--- config.mk ---
export PLATFORM = sky130hd
export DESIGN_NAME = execute_hazard_unit
export DESIGN_NICKNAME = d
export VERILOG_FILES = /design/src/rtl/execute_hazard_unit.sv
export SDC_FILE = /design/constraint.sdc
export NUM_CORES = 1
export LEC_CHECK = 0
export ABC_AREA = 1
export CAP_MARGIN = 10
export CORE_MARGIN = 2
export CORE_UTILIZATION = 40
export CTS_BUF_LIST = sky130_fd_sc_hd__clkbuf_2
export CTS_CLUSTER_DIAMETER = 200
export CTS_CLUSTER_SIZE = 24
export DETAILED_ROUTE_END_ITERATION = 8
export HOLD_SLACK_MARGIN = 0.12
export PLACE_DENSITY_LB_ADDON = 0.2
export SLEW_MARGIN = 20
export SYNTH_ARGS = -nofsm -noshare
export SYNTH_HDL_FRONTEND = slang
export SYNTH_SLANG_ARGS = --single-unit
export TNS_END_PERCENT = 50
--- constraint.sdc ---
create_clock -name clk -period 3.9 [get_ports clk]
set_clock_uncertainty 0.05 [all_clocks]
set_input_delay 0.78 -clock clk [delete_from_list [all_inputs] [get_ports clk]]
set_output_delay 0.78 -clock clk [all_outputs]
set_load 0.02 [all_outputs]
--- src/rtl/execute_hazard_unit.sv ---
// Forwarding and hazard control for the Execute stage: shadows the E/M/WB instructions to pick
// operand bypass sources, resolves load-use, branch and memory-wait hazards, and counts load-use stalls.
module execute_hazard_unit #(
    parameter int REG_ADDR_WIDTH    = 4,
    parameter int STALL_COUNT_WIDTH = 16
) (
    input  logic                         clk,
    input  logic                         reset,
    input  logic                         d_valid,
    input  logic [REG_ADDR_WIDTH-1:0]    d_src1,
    input  logic [REG_ADDR_WIDTH-1:0]    d_src2,
    input  logic                         d_src1_vec,
    input  logic                         d_src2_vec,
    input  logic                         d_use_src1,
    input  logic                         d_use_src2,
    input  logic [REG_ADDR_WIDTH-1:0]    d_dest,
    input  logic                         d_dest_vec,
    input  logic                         d_writes,
    input  logic                         d_is_load,
    input  logic                         branch_taken,
    input  logic                         mem_wait,
    output logic [1:0]                   data1ScalarForwardSelector,
    output logic [1:0]                   data2ScalarForwardSelector,
    output logic [1:0]                   data1VectorForwardSelector,
    output logic [1:0]                   data2VectorForwardSelector,
    output logic                         stall_f,
    output logic                         stall_d,
    output logic                         flush_d,
    output logic                         flush_e,
    output logic [STALL_COUNT_WIDTH-1:0] stall_count
);

    typedef struct packed {
        logic                      valid;
        logic [REG_ADDR_WIDTH-1:0] dest;
        logic                      dest_vec;
        logic                      writes;
        logic                      is_load;
        logic [REG_ADDR_WIDTH-1:0] src1;
        logic                      src1_vec;
        logic                      use_src1;
        logic [REG_ADDR_WIDTH-1:0] src2;
        logic                      src2_vec;
        logic                      use_src2;
    } stage_t;

    typedef enum logic [1:0] {
        ACT_ADVANCE,
        ACT_BUBBLE,
        ACT_HOLD
    } action_e;

    localparam logic [1:0] SEL_REGFILE = 2'b00;
    localparam logic [1:0] SEL_WB      = 2'b01;
    localparam logic [1:0] SEL_M       = 2'b10;
    localparam logic [STALL_COUNT_WIDTH-1:0] COUNT_ONE = {{(STALL_COUNT_WIDTH-1){1'b0}}, 1'b1};

    stage_t                       e_q, m_q, wb_q;
    stage_t                       d_stage;
    action_e                      action;
    logic                         load_use;
    logic                         count_stall;
    logic [1:0]                   sel1, sel2;
    logic [STALL_COUNT_WIDTH-1:0] count_q;
    logic                         wb_unused;

    // An index only matches a producer writing the same register file.
    function automatic logic produces(stage_t p, logic [REG_ADDR_WIDTH-1:0] idx, logic is_vec);
        return p.valid && p.writes && (p.dest == idx) && (p.dest_vec == is_vec);
    endfunction

    function automatic logic [1:0] bypass_sel(stage_t m, stage_t wb,
                                              logic [REG_ADDR_WIDTH-1:0] idx, logic is_vec);
        if (produces(m, idx, is_vec))
            return SEL_M;
        else if (produces(wb, idx, is_vec))
            return SEL_WB;
        return SEL_REGFILE;
    endfunction

    assign d_stage = '{valid:    d_valid,
                       dest:     d_dest,
                       dest_vec: d_dest_vec,
                       writes:   d_writes,
                       is_load:  d_is_load,
                       src1:     d_src1,
                       src1_vec: d_src1_vec,
                       use_src1: d_use_src1,
                       src2:     d_src2,
                       src2_vec: d_src2_vec,
                       use_src2: d_use_src2};

    always_comb begin
        sel1 = SEL_REGFILE;
        sel2 = SEL_REGFILE;
        if (e_q.valid && e_q.use_src1)
            sel1 = bypass_sel(m_q, wb_q, e_q.src1, e_q.src1_vec);
        if (e_q.valid && e_q.use_src2)
            sel2 = bypass_sel(m_q, wb_q, e_q.src2, e_q.src2_vec);
    end

    assign data1ScalarForwardSelector = e_q.src1_vec ? SEL_REGFILE : sel1;
    assign data1VectorForwardSelector = e_q.src1_vec ? sel1 : SEL_REGFILE;
    assign data2ScalarForwardSelector = e_q.src2_vec ? SEL_REGFILE : sel2;
    assign data2VectorForwardSelector = e_q.src2_vec ? sel2 : SEL_REGFILE;

    // A load in E cannot feed Decode until it reaches WB, so a matching reader must wait one cycle.
    assign load_use = d_valid && e_q.valid && e_q.is_load && e_q.writes &&
                      ((d_use_src1 && (d_src1 == e_q.dest) && (d_src1_vec == e_q.dest_vec)) ||
                       (d_use_src2 && (d_src2 == e_q.dest) && (d_src2_vec == e_q.dest_vec)));

    // Priority: memory wait freezes everything, then branch flush, then load-use stall.
    always_comb begin
        action      = ACT_ADVANCE;
        stall_f     = 1'b0;
        stall_d     = 1'b0;
        flush_d     = 1'b0;
        flush_e     = 1'b0;
        count_stall = 1'b0;
        if (!reset) begin
            if (mem_wait) begin
                action  = ACT_HOLD;
                stall_f = 1'b1;
                stall_d = 1'b1;
            end else if (branch_taken) begin
                action  = ACT_BUBBLE;
                flush_d = 1'b1;
                flush_e = 1'b1;
            end else if (load_use) begin
                action      = ACT_BUBBLE;
                stall_f     = 1'b1;
                stall_d     = 1'b1;
                flush_e     = 1'b1;
                count_stall = 1'b1;
            end
        end
    end

    always_ff @(posedge clk or posedge reset) begin
        if (reset) begin
            e_q  <= '0;
            m_q  <= '0;
            wb_q <= '0;
        end else if (action != ACT_HOLD) begin
            wb_q <= m_q;
            m_q  <= e_q;
            e_q  <= (action == ACT_BUBBLE) ? '0 : d_stage;
        end
    end

    always_ff @(posedge clk or posedge reset) begin
        if (reset)
            count_q <= '0;
        else if (count_stall && (count_q != '1))
            count_q <= count_q + COUNT_ONE;
    end

    assign stall_count = count_q;

    // WB only ever acts as a forwarding producer; its source and load fields are kept for visibility.
    assign wb_unused = ^{wb_q.is_load, wb_q.src1, wb_q.src1_vec, wb_q.use_src1,
                         wb_q.src2, wb_q.src2_vec, wb_q.use_src2};

endmodule

# After elaboration in Yosys (flattened, before gate mapping)
# Index checks and enable logic that the tools add are counted.
# W data, S select, Z words.
[word_totals]
register_bits = 50
out_inout_bits = 28
word_cells = 93
[op_classes]
n_eq_ne = 15
add_sub_neg = 1
reduce_logical = 22
mux = 35
[ops]
columns = ["op", "count"]
rows = [
  ["$mux W2", 14],
  ["$eq A4 B4 Y1", 6],
  ["$logic_and A1 B1 Y1", 21],
  ["$mux W1", 20],
  ["$mux W20", 1],
  ["$add A16 B1 Y16 const B", 1],
  ["$ne A16 B16 Y1 const B", 1],
  ["$eq A1 B1 Y1", 6],
  ["$eq A2 B1 Y1 const B", 1],
  ["$ne A2 B2 Y1 const B", 1],
  ["$logic_or A1 B1 Y1", 1],
]

# Logic depth before layout (Yosys ltp)
# Gate-level depths: netlist of the first run.
[logic_depth]
ltp_word = 11
depth_mapped = 11

# Least setup slack after synthesis of the first run
# Ideal clock, no wire load.
[synth_path]
path_type = "input port to output port"
from = "in d_src1_vec"
to = "out stall_f"
required_time_ns = 3.070
path_slack_ns = 0.995
path_stages = 9
arrival_time_ns = 2.075
path_cell_list = "inv_1 -> nand2_1 -> nand2_1 -> nor2_1 -> nand3_1 -> nand2_1 -> nand3_1 -> o21ai_0 -> buf_4"
[synth_via]
elab_chain_len = 8
[synth_lines]
columns = ["item", "line", "source"]
rows = [
  ["start: declaration", "12", "input logic d_src1_vec,"],
  ["$eq A1 B1 Y1", "109", "((d_use_src1 && (d_src1 == e_q.dest) && (d_src1_vec == e_q.dest_vec)) ||"],
  ["$logic_and A1 B1 Y1", "109", ""],
  ["$logic_or A1 B1 Y1", "109", ""],
  ["$logic_and A1 B1 Y1", "108", "assign load_use = d_valid && e_q.valid && e_q.is_load && e_q.writes &&"],
  ["$mux W1 (4 in a row)", "-", ""],
  ["end: declaration", "26", "output logic stall_f,"],
]
# Every way passes these cells.

# Final worst setup path of the first run
[layout_path]
from = "in d_src1_vec"
to = "out stall_d"
[layout_via]
elab_chain_len = 8
[layout_lines]
columns = ["item", "line", "source"]
rows = [
  ["$eq A1 B1 Y1", "109", ""],
  ["$logic_and A1 B1 Y1", "109", ""],
  ["$logic_or A1 B1 Y1", "109", ""],
  ["$logic_and A1 B1 Y1", "108", ""],
  ["$mux W1", "129", "end else if (load_use) begin"],
  ["$mux W1", "125", "end else if (branch_taken) begin"],
  ["$mux W1", "121", "if (mem_wait) begin"],
  ["$mux W1", "120", "if (!reset) begin"],
  ["end: declaration", "27", "output logic stall_d,"],
]
# Every way passes these cells.

==> metrics.log, run 1 <==
[metrics] result of the run: completed
[metrics] insertion delay to the later sink of the worst-skew pair: 0.43 ns
[metrics] most frequently used cell type in the post-synthesis netlist: nand2_1
[metrics] count of port buffers added during placement: 51
[metrics] Clk Tree Root Cell: clkbuf_2
[metrics] leftover overflow at the end of global routing: 0
[metrics] Iter 0 DRT Violations: 201
[metrics] cell with the largest stage delay on the worst path: clkdlybuf4s50_1
[metrics] number of synthesized flops with an enable pin: 0
[metrics] number of optimization iterations in the first detailed-route pass: 4
[metrics] maximum number of pins on one net before global-route repair: 51
[metrics] portion of synthesized cell area occupied by the leading cell type: 42.0%
[metrics] TritonCTS sink count: 50
[metrics] effective utilization at floorplan: 41.1%
[metrics] Worst-Margin Slew: 0.875 ns
[metrics] share of total power in the clock network: 26.7%
[metrics] standard cell core area: 0.00725 mm²
[metrics] post-CTS resize count: 0
[metrics] Row Count: 31
[metrics] net switching power of the design: 0.303 mW
[metrics] internal portion of total power: 0.741 mW
[metrics] Final nets: 466
[metrics] H-tree levels: 2
[metrics] final setup fails: 0
[metrics] share of the clock period used by the worst path after layout: 93.5%
[metrics] worst ir drop on vdd: 0.134 mV
[metrics] flip-flop cell with the highest count after synthesis: dfrtp_1
[metrics] endpoint arrival time on the critical path: 2.82 ns
[metrics] area of the die: 0.00816 mm²
[metrics] setup slack of the worst register-to-register path: 1.77 ns
[metrics] hold-fix buffer count after cts: 0
[metrics] final hold violation count: 0
[metrics] Detail Placement HPWL: 5.05 mm
[metrics] wire length of the first global-routing pass: 12.0 mm
[metrics] setup repair after global routing missed its margin: false
[metrics] Total Wirelength: 6.92 mm
[metrics] Sw Ratio: 29.0%
[metrics] area growth from synthesis to final layout: 21.6%
[metrics] synthesized area divided by synthesized cell count: 7.57 µm²
[metrics] Via Count: 2620
[metrics] placed cell areas: 0.00356 mm²
[metrics] number of I/O pins: 52
[metrics] clock period minus final worst setup slack: 3.65 ns
[metrics] max-capacitance violation count: 0
[metrics] Slew Limit Headroom: 41.6%
[metrics] Netlist Area Pre-Place: 0.00298 mm²
[metrics] DIE HEIGHT: 90.3 µm
[metrics] Gate Count Post-Synth: 394
[metrics] cell type group with the largest total delay on the critical path: buffers and inverters
[metrics] ys async rst share: 100%
[metrics] detail-routed via count per cell: 4.84
[metrics] biggest area contributors in the synthesized netlist: dfrtp_1, nand2_1, inv_1, xor2_1, nor2_1
[metrics] sum of buffers and inverters on the critical path: 3
[metrics] layout filler cell count: 747
[metrics] detailed-route DRC error count: 0
[metrics] crit path launch type: input port
[metrics] Routability Congestion: 0.890
[metrics] number of global-route vias before repair: 2576
[metrics] clock tree from TritonCTS: built
[metrics] worst-case clock buffer depth: 2
[metrics] Seq pwr share: 56.9%
[metrics] WS Path Type: input port to primary output
[metrics] synthesized net count: 419
[metrics] number of CTS-inserted buffers: 5
[metrics] endpoint kind of the worst setup timing path: primary output
[metrics] ordered list of cells on the worst path: clkdlybuf4s50_1 -> inv_1 -> nand2_1 -> nand2_1 -> nor2_1 -> nand3_1 -> nand2_1 -> nand3_1 -> o21ai_0 -> clkdlybuf4s50_1
[metrics] clock slew seen by the registers of the worst setup and hold paths: 0.24 ns
[metrics] fin area: 0.00363 mm²
[metrics] initial antenna violation count: 0
[metrics] synth unique cells: 30
[metrics] max-slew violations: 0
[metrics] relative contribution of combinational cells to total power: 16.4%
[metrics] synth cell count leaders: nand2_1, inv_1, dfrtp_1
[metrics] crit path max fanout: 3
[metrics] slowest stage delay, CP: 0.65 ns
[metrics] hold crit path type: flip-flop to flip-flop
[metrics] Chip Width: 90.3 µm
[metrics] library cell appearing most often on the critical path: nand2_1
[metrics] Max Clk Rate: 274 MHz
[metrics] average wire per standard cell: 12.8 µm
[metrics] Diodes inserted: 0
[metrics] required time reported for the critical path endpoint: 3.07 ns
[metrics] total negative setup slack: 0 ns
[metrics] buffers inserted during post-CTS setup optimization: 0
[metrics] layout cells sized above 1: 6.56%
[metrics] flops & latches, synth: 50
[metrics] areal power density over the cells: 288 mW/mm²
[metrics] DRT antenna net count: 0
[metrics] sequential element share of the synthesized area: 42.0%
[metrics] warnings from Yosys: 0
[metrics] post-layout total power: 1.04 mW
[metrics] reported leakage power: 1.84 nW
[metrics] gr usage total: 17.9%
[metrics] area leader, netlist: dfrtp_1
sequential cells by signal, summed over array words and instances, names as in the netlist:
signal       cells
e_q             20
m_q              7
stall_count     16
wb_q             7
final timing paths:
path,start,cells past startpoint,end
worst max-delay path,d_src1_vec,10,stall_d
worst min-delay path,e_q[6],2,e_q[6]
min in group asynchronous,reset,2,e_q[0]
worst min register to register,e_q[6],2,e_q[6]
max in group asynchronous,reset,2,m_q[14]
worst max register to register,e_q[18],9,stall_count[10]
power by group through the flow:
stage | clock network, mW | registers [mW] | logic (mW)
detailed placement | 0 | 0.603 | 0.173
finish | 0.279 | 0.594 | 0.172
floorplan | 0 | 0.594 | 0.115
CTS | 0.291 | 0.595 | 0.173
global placement | 0 | 0.603 | 0.170
global route | 0.310 | 0.602 | 0.196
metal layers:
layer	vias up	track usage, %	part of all wire [%]
li1	1341	-	-
met1	1206	25.4	50
met2	67	28.6	44
met3	6	2.92	4.8
met4	0	5.00	1.2
met5	-	0	0
cell usage in the layout, fill, tap and decap left out:
master and count:
a211oi_1 1, a21oi_1 2, a221oi_1 1, buf_4 3, bufinv_16 1, clkbuf_2 6, clkdlybuf4s50_1 51, clkinv_2 1
clkinvlp_4 1, dfrtp_1 50, ha_1 1, inv_1 51, inv_2 4, inv_4 1, nand2_1 116, nand2_4 1
nand3_1 21, nand3_2 5, nand3_4 1, nand4_1 7, nor2_1 32, nor2_4 3, nor2_8 1, nor3_1 2
nor4_1 3, o21ai_0 20, o21bai_1 16, o22ai_1 16, or2_2 1, xnor2_1 5, xor2_1 18
final cells by class:
cell class,instances,area (µm²),area share (%)
Clock inverter,2,37.5,1.04
Inverter,57,218,6.00
Multi-Input combinational cell,273,1430,39.5
Clock buffer,6,30.0,0.828
Sequential cell,50,1250,34.5
Tap cell,99,124,3.42
Timing Repair Buffer,54,533,14.7
metrics by stage:
stage                     hold WS (ns)  util (%)  instances  worst slack [ns]
after floorplan                  0.403         -        394             0.995
after global placement           0.420      49.0        533             0.294
after detailed placement         0.426      49.0        533             0.261
after CTS                        0.481      50.0        541             0.241
after global routing             0.518      50.0        541            0.0993
final                            0.474      50.0        541             0.254
tightest hold or removal path, stage by stage, from the launching register on:
cell     delay, ns
dfrtp_1       0.41
nand2_1       0.05
o21ai_0       0.06
cell families after synthesis:
group,count (synthesis),synth area share (%)
simple gates,193,29.2
compound gates,56,11.6
xor+xnor,23,6.76
fa+ha+maj,1,0.420
flops,50,42.0
buf+inv,71,9.99
Power figures use the tool's default switching activity.
==> inputs of run 2 (changes only) <==
--- a/config.mk
+++ b/config.mk
@@ -6,6 +6,7 @@
 export NUM_CORES = 1
 export LEC_CHECK = 0
 export ABC_AREA = 1
+export ABC_CLOCK_PERIOD_IN_PS = 3900
 export CAP_MARGIN = 10
 export CORE_MARGIN = 2
 export CORE_UTILIZATION = 40
==> results of run 2 <==
Final layout, timing and power as in run 1 (identical DEF).
